## config.mk

```make
export PLATFORM = sky130hd
export DESIGN_NAME = tiny_riscv_cpu
export DESIGN_NICKNAME = d
export VERILOG_FILES = /design/src/rtl/tiny_riscv_pkg.sv /design/src/rtl/tiny_riscv_alu.sv /design/src/rtl/tiny_riscv_cpu.sv
export SDC_FILE = /design/constraint.sdc
export NUM_CORES = 2
export LEC_CHECK = 0
export CORE_MARGIN = 2
export CORE_UTILIZATION = 50
export DETAILED_ROUTE_END_ITERATION = 12
export PLACE_DENSITY = 0.67
export SETUP_SLACK_MARGIN = 0.02
export SLEW_MARGIN = 10
export SYNTH_ARGS = -nofsm -noshare
export SYNTH_HDL_FRONTEND = slang
export SYNTH_SLANG_ARGS = --single-unit
```

## constraint.sdc

```tcl
create_clock -name i_Clk -period 7.57 [get_ports i_Clk]
set_input_delay 1.514 -clock i_Clk [delete_from_list [all_inputs] [get_ports i_Clk]]
set_output_delay 1.514 -clock i_Clk [all_outputs]
set_load 0.02 [all_outputs]
```

## src/rtl/tiny_riscv_pkg.sv

```systemverilog
// Shared constants for the tiny RV32I multi-cycle core: opcodes, funct3 codes
// and the control FSM state encoding.
package tiny_riscv_pkg;

    localparam logic [6:0] OPC_LUI      = 7'b0110111;
    localparam logic [6:0] OPC_AUIPC    = 7'b0010111;
    localparam logic [6:0] OPC_JAL      = 7'b1101111;
    localparam logic [6:0] OPC_JALR     = 7'b1100111;
    localparam logic [6:0] OPC_BRANCH   = 7'b1100011;
    localparam logic [6:0] OPC_LOAD     = 7'b0000011;
    localparam logic [6:0] OPC_STORE    = 7'b0100011;
    localparam logic [6:0] OPC_OP_IMM   = 7'b0010011;
    localparam logic [6:0] OPC_OP       = 7'b0110011;
    localparam logic [6:0] OPC_SYSTEM   = 7'b1110011;
    localparam logic [6:0] OPC_MISC_MEM = 7'b0001111;

    localparam logic [2:0] F3_ADD  = 3'b000;
    localparam logic [2:0] F3_SLL  = 3'b001;
    localparam logic [2:0] F3_SLT  = 3'b010;
    localparam logic [2:0] F3_SLTU = 3'b011;
    localparam logic [2:0] F3_XOR  = 3'b100;
    localparam logic [2:0] F3_SR   = 3'b101;
    localparam logic [2:0] F3_OR   = 3'b110;
    localparam logic [2:0] F3_AND  = 3'b111;

    localparam logic [2:0] F3_BEQ  = 3'b000;
    localparam logic [2:0] F3_BNE  = 3'b001;
    localparam logic [2:0] F3_BLT  = 3'b100;
    localparam logic [2:0] F3_BGE  = 3'b101;
    localparam logic [2:0] F3_BLTU = 3'b110;
    localparam logic [2:0] F3_BGEU = 3'b111;

    localparam logic [2:0] F3_LS_B  = 3'b000;
    localparam logic [2:0] F3_LS_H  = 3'b001;
    localparam logic [2:0] F3_LS_W  = 3'b010;
    localparam logic [2:0] F3_LS_BU = 3'b100;
    localparam logic [2:0] F3_LS_HU = 3'b101;

    typedef enum logic [2:0] {
        S_FETCH      = 3'd0,
        S_WAIT_INSTR = 3'd1,
        S_EXECUTE    = 3'd2,
        S_LOAD       = 3'd3,
        S_WAIT_DATA  = 3'd4,
        S_STORE      = 3'd5
    } state_t;

endpackage

```

## src/rtl/tiny_riscv_alu.sv

```systemverilog
// Combinational RV32I ALU: arithmetic/logic result selected by funct3 and the
// branch comparison outcome for the same operand pair.
module tiny_riscv_alu
    import tiny_riscv_pkg::*;
(
    input  logic [31:0] i_a,
    input  logic [31:0] i_b,
    input  logic [2:0]  i_funct3,
    input  logic        i_funct7_5,
    input  logic        i_is_imm,
    output logic [31:0] o_result,
    output logic        o_branch_taken
);

    logic [4:0]         w_shamt;
    logic               w_eq;
    logic               w_lt;
    logic               w_ltu;
    logic signed [31:0] w_sra;

    assign w_shamt = i_b[4:0];
    assign w_eq    = (i_a == i_b);
    assign w_lt    = ($signed(i_a) < $signed(i_b));
    assign w_ltu   = (i_a < i_b);
    // Kept as its own signal so the arithmetic shift stays in a signed context.
    assign w_sra   = $signed(i_a) >>> w_shamt;

    always_comb begin
        o_result = 32'd0;
        case (i_funct3)
            F3_ADD:  o_result = (i_funct7_5 && !i_is_imm) ? (i_a - i_b) : (i_a + i_b);
            F3_SLL:  o_result = i_a << w_shamt;
            F3_SLT:  o_result = {31'd0, w_lt};
            F3_SLTU: o_result = {31'd0, w_ltu};
            F3_XOR:  o_result = i_a ^ i_b;
            F3_SR:   o_result = i_funct7_5 ? w_sra : (i_a >> w_shamt);
            F3_OR:   o_result = i_a | i_b;
            F3_AND:  o_result = i_a & i_b;
            default: o_result = 32'd0;
        endcase
    end

    always_comb begin
        o_branch_taken = 1'b0;
        case (i_funct3)
            F3_BEQ:  o_branch_taken = w_eq;
            F3_BNE:  o_branch_taken = !w_eq;
            F3_BLT:  o_branch_taken = w_lt;
            F3_BGE:  o_branch_taken = !w_lt;
            F3_BLTU: o_branch_taken = w_ltu;
            F3_BGEU: o_branch_taken = !w_ltu;
            default: o_branch_taken = 1'b0;
        endcase
    end

endmodule

```

## src/rtl/tiny_riscv_cpu.sv

```systemverilog
// Multi-cycle RV32I core on a single shared memory port with one-cycle read
// latency; register file, immediates, load/store lanes and FSM live here.
module tiny_riscv_cpu
    import tiny_riscv_pkg::*;
#(
    parameter logic [31:0] RESET_ADDR = 32'h0000_0000
) (
    input  logic        i_Clk,
    input  logic        i_Rst_N,
    output logic [31:0] o_mem_addr,
    input  logic [31:0] i_mem_data,
    output logic        o_read_strobe,
    output logic [31:0] o_mem_write_data,
    output logic [3:0]  o_mem_write_mask
);

    state_t      r_state;
    state_t      w_next_state;
    logic [31:0] r_pc;
    logic [31:0] r_instr;
    logic [31:0] r_rs1;
    logic [31:0] r_rs2;
    logic [31:0] r_ls_addr;
    logic [31:0] r_regs [0:31];

    logic [6:0]  w_opcode;
    logic [2:0]  w_funct3;
    logic [4:0]  w_rd;
    logic [31:0] w_imm_i, w_imm_s, w_imm_b, w_imm_u, w_imm_j;
    logic [31:0] w_pc_plus4;
    logic [31:0] w_alu_b;
    logic [31:0] w_alu_result;
    logic        w_branch_taken;
    logic        w_exec_we;
    logic [31:0] w_exec_data;
    logic [31:0] w_next_pc;
    logic [31:0] w_ls_addr;
    logic [7:0]  w_ld_byte;
    logic [15:0] w_ld_half;
    logic [31:0] w_load_data;
    logic [31:0] w_st_data;
    logic [3:0]  w_st_mask;
    logic        w_rd_we;
    logic [31:0] w_rd_data;

    assign w_opcode   = r_instr[6:0];
    assign w_funct3   = r_instr[14:12];
    assign w_rd       = r_instr[11:7];
    assign w_imm_i    = {{20{r_instr[31]}}, r_instr[31:20]};
    assign w_imm_s    = {{20{r_instr[31]}}, r_instr[31:25], r_instr[11:7]};
    assign w_imm_b    = {{19{r_instr[31]}}, r_instr[31], r_instr[7], r_instr[30:25], r_instr[11:8], 1'b0};
    assign w_imm_u    = {r_instr[31:12], 12'd0};
    assign w_imm_j    = {{11{r_instr[31]}}, r_instr[31], r_instr[19:12], r_instr[20], r_instr[30:21], 1'b0};
    assign w_pc_plus4 = r_pc + 32'd4;
    assign w_alu_b    = ((w_opcode == OPC_OP) || (w_opcode == OPC_BRANCH)) ? r_rs2 : w_imm_i;
    assign w_ls_addr  = r_rs1 + ((w_opcode == OPC_STORE) ? w_imm_s : w_imm_i);

    tiny_riscv_alu u_alu (
        .i_a            (r_rs1),
        .i_b            (w_alu_b),
        .i_funct3       (w_funct3),
        .i_funct7_5     (r_instr[30]),
        .i_is_imm       (w_opcode == OPC_OP_IMM),
        .o_result       (w_alu_result),
        .o_branch_taken (w_branch_taken)
    );

    always_comb begin
        w_next_state = r_state;
        case (r_state)
            S_FETCH:      w_next_state = S_WAIT_INSTR;
            S_WAIT_INSTR: w_next_state = S_EXECUTE;
            S_EXECUTE: begin
                if (w_opcode == OPC_LOAD) begin
                    w_next_state = S_LOAD;
                end else if (w_opcode == OPC_STORE) begin
                    w_next_state = S_STORE;
                end else begin
                    w_next_state = S_FETCH;
                end
            end
            S_LOAD:       w_next_state = S_WAIT_DATA;
            S_WAIT_DATA:  w_next_state = S_FETCH;
            S_STORE:      w_next_state = S_FETCH;
            default:      w_next_state = S_FETCH;
        endcase
    end

    // EXECUTE-stage write-back value and PC successor.
    always_comb begin
        w_exec_we   = 1'b0;
        w_exec_data = w_alu_result;
        w_next_pc   = w_pc_plus4;
        case (w_opcode)
            OPC_LUI: begin
                w_exec_we   = 1'b1;
                w_exec_data = w_imm_u;
            end
            OPC_AUIPC: begin
                w_exec_we   = 1'b1;
                w_exec_data = r_pc + w_imm_u;
            end
            OPC_JAL: begin
                w_exec_we   = 1'b1;
                w_exec_data = w_pc_plus4;
                w_next_pc   = r_pc + w_imm_j;
            end
            OPC_JALR: begin
                w_exec_we   = 1'b1;
                w_exec_data = w_pc_plus4;
                w_next_pc   = (r_rs1 + w_imm_i) & 32'hFFFF_FFFE;
            end
            OPC_BRANCH: begin
                if (w_branch_taken) begin
                    w_next_pc = r_pc + w_imm_b;
                end else begin
                    w_next_pc = w_pc_plus4;
                end
            end
            OPC_OP, OPC_OP_IMM: w_exec_we = 1'b1;
            OPC_SYSTEM, OPC_MISC_MEM: w_exec_we = 1'b0;
            default: w_exec_we = 1'b0;
        endcase
    end

    always_comb begin
        w_ld_byte   = i_mem_data[7:0];
        w_load_data = i_mem_data;
        case (r_ls_addr[1:0])
            2'd1:    w_ld_byte = i_mem_data[15:8];
            2'd2:    w_ld_byte = i_mem_data[23:16];
            2'd3:    w_ld_byte = i_mem_data[31:24];
            default: w_ld_byte = i_mem_data[7:0];
        endcase
        w_ld_half = r_ls_addr[1] ? i_mem_data[31:16] : i_mem_data[15:0];
        case (w_funct3)
            F3_LS_B:  w_load_data = {{24{w_ld_byte[7]}}, w_ld_byte};
            F3_LS_H:  w_load_data = {{16{w_ld_half[15]}}, w_ld_half};
            F3_LS_W:  w_load_data = i_mem_data;
            F3_LS_BU: w_load_data = {24'd0, w_ld_byte};
            F3_LS_HU: w_load_data = {16'd0, w_ld_half};
            default:  w_load_data = i_mem_data;
        endcase
    end

    always_comb begin
        w_st_data = r_rs2;
        w_st_mask = 4'b0000;
        case (w_funct3)
            F3_LS_B: begin
                w_st_data = {4{r_rs2[7:0]}};
                w_st_mask = 4'b0001 << r_ls_addr[1:0];
            end
            F3_LS_H: begin
                w_st_data = {2{r_rs2[15:0]}};
                w_st_mask = r_ls_addr[1] ? 4'b1100 : 4'b0011;
            end
            F3_LS_W: w_st_mask = 4'b1111;
            default: w_st_mask = 4'b0000;
        endcase
    end

    always_comb begin
        w_rd_we   = 1'b0;
        w_rd_data = w_exec_data;
        case (r_state)
            S_EXECUTE:   w_rd_we = w_exec_we;
            S_WAIT_DATA: begin
                w_rd_we   = 1'b1;
                w_rd_data = w_load_data;
            end
            default:     w_rd_we = 1'b0;
        endcase
    end

    // Bus controls depend only on state and reset so reset silences them at once.
    always_comb begin
        o_mem_addr       = r_ls_addr;
        o_read_strobe    = 1'b0;
        o_mem_write_mask = 4'b0000;
        if (!i_Rst_N) begin
            o_mem_addr = RESET_ADDR;
        end else begin
            case (r_state)
                S_FETCH: begin
                    o_mem_addr    = r_pc;
                    o_read_strobe = 1'b1;
                end
                S_WAIT_INSTR: o_mem_addr       = r_pc;
                S_LOAD:       o_read_strobe    = 1'b1;
                S_STORE:      o_mem_write_mask = w_st_mask;
                default:      o_read_strobe    = 1'b0;
            endcase
        end
    end

    assign o_mem_write_data = w_st_data;

    always_ff @(posedge i_Clk) begin
        if (!i_Rst_N) begin
            r_state   <= S_FETCH;
            r_pc      <= RESET_ADDR;
            r_instr   <= 32'h0000_0013;
            r_rs1     <= 32'd0;
            r_rs2     <= 32'd0;
            r_ls_addr <= 32'd0;
        end else begin
            r_state <= w_next_state;
            if (r_state == S_WAIT_INSTR) begin
                r_instr <= i_mem_data;
                r_rs1   <= (i_mem_data[19:15] == 5'd0) ? 32'd0 : r_regs[i_mem_data[19:15]];
                r_rs2   <= (i_mem_data[24:20] == 5'd0) ? 32'd0 : r_regs[i_mem_data[24:20]];
            end
            if (r_state == S_EXECUTE) begin
                r_pc      <= w_next_pc;
                r_ls_addr <= w_ls_addr;
            end
        end
    end

    // Register file is deliberately not reset; x0 is never written.
    always_ff @(posedge i_Clk) begin
        if (i_Rst_N && w_rd_we && (w_rd != 5'd0)) begin
            r_regs[w_rd] <= w_rd_data;
        end
    end

endmodule

```

==> flow_metrics.py <==
metrics = {
    "synth": {
        "yosysSeqAreaShare_pct": 47.4,
        "synthFlopType": "edfxtp_1",
        "ys_ff_latch": 1186,
        "async_flop_share_pct": 0,
        "yosys.cell_count.top_type": "edfxtp_1",
        "synth_area_leaders": "edfxtp_1, mux4_2, dfxtp_1",
        "synth_top_area_share_pct": 42.8,
        "yosys.area.top_type": "edfxtp_1",
        "ys_warn_count": 0,
        "syn_area_um2": 71800,
        "syn_avg_cell_area_um2": 11.8,
        "synth_cell_types": 104,
        "syn_inst": 6078,
        "synth_common_cells": "edfxtp_1, nand2_1, mux4_2",
        "synth_edf_count": 1024,
    },
    "power": {
        "clkPwrFrac_pct": 34.4,
        "power_frac_comb_pct": 23.2,
        "power_density_nw_per_um2": 233,
        "p_total_mw": 18.6,
        "leakagePower_nw": 27.7,
        "p_seq_share_pct": 42.4,
        "p_sw_share_pct": 32.1,
        "ir_worst_vdd_v": 0.000207,
        "p_sw_mw": 5.97,
        "internal-power_mw": 12.6,
    },
    "placement": {
        "io_buffers": 102,
        "dp_hpwl_um": 199000,
        "gp_congestion": 1.05,
    },
    "timing": {
        "setup_viol": 0,
        "setup_tns_ns": 0,
        "fin_crit_sh_pct": 82.8,
        "clock_skew_ns": 0.0638,
        "hold_ws_ns": 0.465,
        "min_period_ns": 6.27,
        "tightest_slew_ns": 1.44,
        "max-slew-margin-rel_pct": 4.15,
        "timing.fmax_mhz": 160,
        "drv_slew": 0,
        "rsz0062_at_grt": "no",
        "hold_violations": 0,
    },
    "run_status": {
        "status": "complete, no violations",
    },
    "detailed_routing": {
        "vias_per_cell": 7.18,
        "drc_errors": 0,
        "firstDrtPassIters": 8,
        "drt_wl_total_um": 297000,
        "num_vias": 57900,
        "antenna_left": 0,
        "detail_route.iter0.violations": 9081,
        "wire_per_inst_um": 36.8,
    },
    "clock_network": {
        "numCtsBuffers": 131,
        "cts_root_buffer": "clkbuf_16",
        "insertion_delay_ns": 0.80,
        "postCtsSetupRepairBufs": 0,
        "cts_resized": 0,
        "h-tree-depth": 4,
        "clk_pin_slew_ns": 0.06,
        "clock-sinks": 1186,
        "clockBufferDepth": 3,
        "ctsHoldBuffers": 0,
        "cts_tree": "yes",
    },
    "worst_hold_path": {
        "hold_class": "flop to flop",
        "holdCritStartpoint": "r_ls_addr[26]$_SDFFE_PN0P_",
        "holdPathStages": 2,
    },
    "final_layout": {
        "synthToLayoutAreaGrowth_pct": 11.3,
        "drive_above_1_share_pct": 17.5,
        "nNetsFinal": 6278,
    },
    "floorplan": {
        "start_util_pct": 50.2,
        "fp.dieW_um": 383,
        "fp.coreArea_um2": 143000,
        "die_h_um": 383,
        "ioPinCount": 103,
        "core.rowCount": 139,
        "dieArea_um2": 147000,
    },
    "setup_path": {
        "cp_max_fo": 25,
        "critical_path_arrival_ns": 6.94,
        "crit_start": "r_instr[3]$_SDFFE_PN0P_",
        "ff2ff_path_depth": 18,
        "r2r-start": "r_instr[3]$_SDFFE_PN0P_",
        "crit_type": "flop to flop",
        "cp.required_ns": 8.25,
        "end_kind": "flop",
        "crit_path_start_kind": "flop",
        "r2r_setup_slack_ns": 1.30,
    },
    "grt": {
        "grt_use_total_pct": 40.0,
        "first_global_vias": 55000,
        "overflow": 0,
        "antenna_found_initial": 18,
        "grt_pass1_wl_um": 415000,
        "grt_max_degree": 104,
    },
    "job": {
        "drv_cap": 0,
    },
}
-- worst paths after layout --
path,to
setup / recovery,r_pc[7]$_SDFFE_PN0P_
hold / removal,r_ls_addr[26]$_SDFFE_PN0P_
setup reg to reg,r_pc[7]$_SDFFE_PN0P_
hold reg to reg,r_ls_addr[26]$_SDFFE_PN0P_
-- critical path, stage by stage (launching register included) --
cell       delay, ns
dfxtp_1         0.31
buf_4           0.28
nand4bb_1       0.18
buf_4           0.25
nor3_4          0.07
nor2b_2         0.78
a21o_1          0.17
inv_1           0.06
ha_1            0.45
or4_4           0.59
nor2_1          0.28
nor4b_1         0.47
o21ai_0         0.22
a22o_1          0.35
a211oi_4        0.73
buf_4           0.45
and3_1          0.21
a221oi_1        0.07
a31o_1          0.20
-- power by group through the flow --
| stage | sequential [mW] | clock (mW) | combinational, mW |
|---|---|---|---|
| floorplan | 7.95 | 0 | 2.41 |
| global route | 7.89 | 6.70 | 4.48 |
| CTS | 7.89 | 6.47 | 4.13 |
| finish | 7.90 | 6.41 | 4.31 |
| global placement | 8.02 | 0 | 4.10 |
| detailed placement | 8.02 | 0 | 4.12 |
-- per-stage QoR --
step,instances,utilization [%],instance area [um2],worst slack (ns)
floorplan,6109,-,71900,1.57
global placement,7822,52.8,75600,1.52
detailed placement,7823,52.8,75600,1.30
CTS,8061,55.8,79800,1.26
global route,8066,55.8,79900,1.09
finish,8069,55.8,79900,1.30
-- cells in the final DEF (no fill, tap or decap), types with 47 or more instances in the layout --
master and count:
a211oi_1 83, a21boi_0 74, a21o_1 86, a21oi_1 439
a221oi_1 105, a31oi_1 64, buf_4 210, clkbuf_16 133
clkdlybuf4s50_1 91, dfxtp_1 159, edfxtp_1 1024, ha_1 181
inv_1 132, mux2_2 61, mux2i_1 262, mux4_2 467
nand2_1 578, nand2b_1 47, nand3_1 80, nor2_1 309
nor2b_1 76, nor3_1 102, o211ai_1 62, o21ai_0 316
o221ai_1 81, o22ai_1 60, xnor2_1 115, xor2_1 69
-- flip-flops by register name, summed over array words and instances (netlist names) --
signal	count
r_instr	32
r_pc	31
r_ls_addr	32
r_rs1	32
r_state	3
r_rs2	32
r_regs	1024
-- cell families (layout without fill, tap and decap cells) --
family | Yosys count | after routing | share of synthesized area, %
DFF | 1186 | 1186 | 47.4
muxes | 793 | 793 | 19.3
buffers and inverters | 642 | 695 | 3.56
other | 1 | 36 | 0.00522
xor gates and xnor gates | 186 | 186 | 2.29
and+or+nand+nor | 1433 | 1433 | 9.09
AOI/OAI and AO/OA | 1650 | 1650 | 15.1
adders and majority gates | 187 | 187 | 3.32
-- cell type report --
type,count,area (um2)
Timing Repair Buffer,318,2770
Antenna cell,4,10.0
Fill cell,11700,63200
Inverter,139,527
Multi-Input combinational cell,4281,35900
Clock inverter,65,722
Clock buffer,173,3560
Sequential cell,1186,34000
Tap cell,1903,2380
-- layer usage --
layer / share of wire, % / vias up / track usage [%]
li1: - / 23600 / -
met1: 37 / 28900 / 52.9
met2: 44 / 4476 / 59.8
met3: 13 / 898 / 10.5
met4: 6.8 / 10 / 22.5
met5: 0.021 / - / 0
Power figures use the tool's default switching activity.
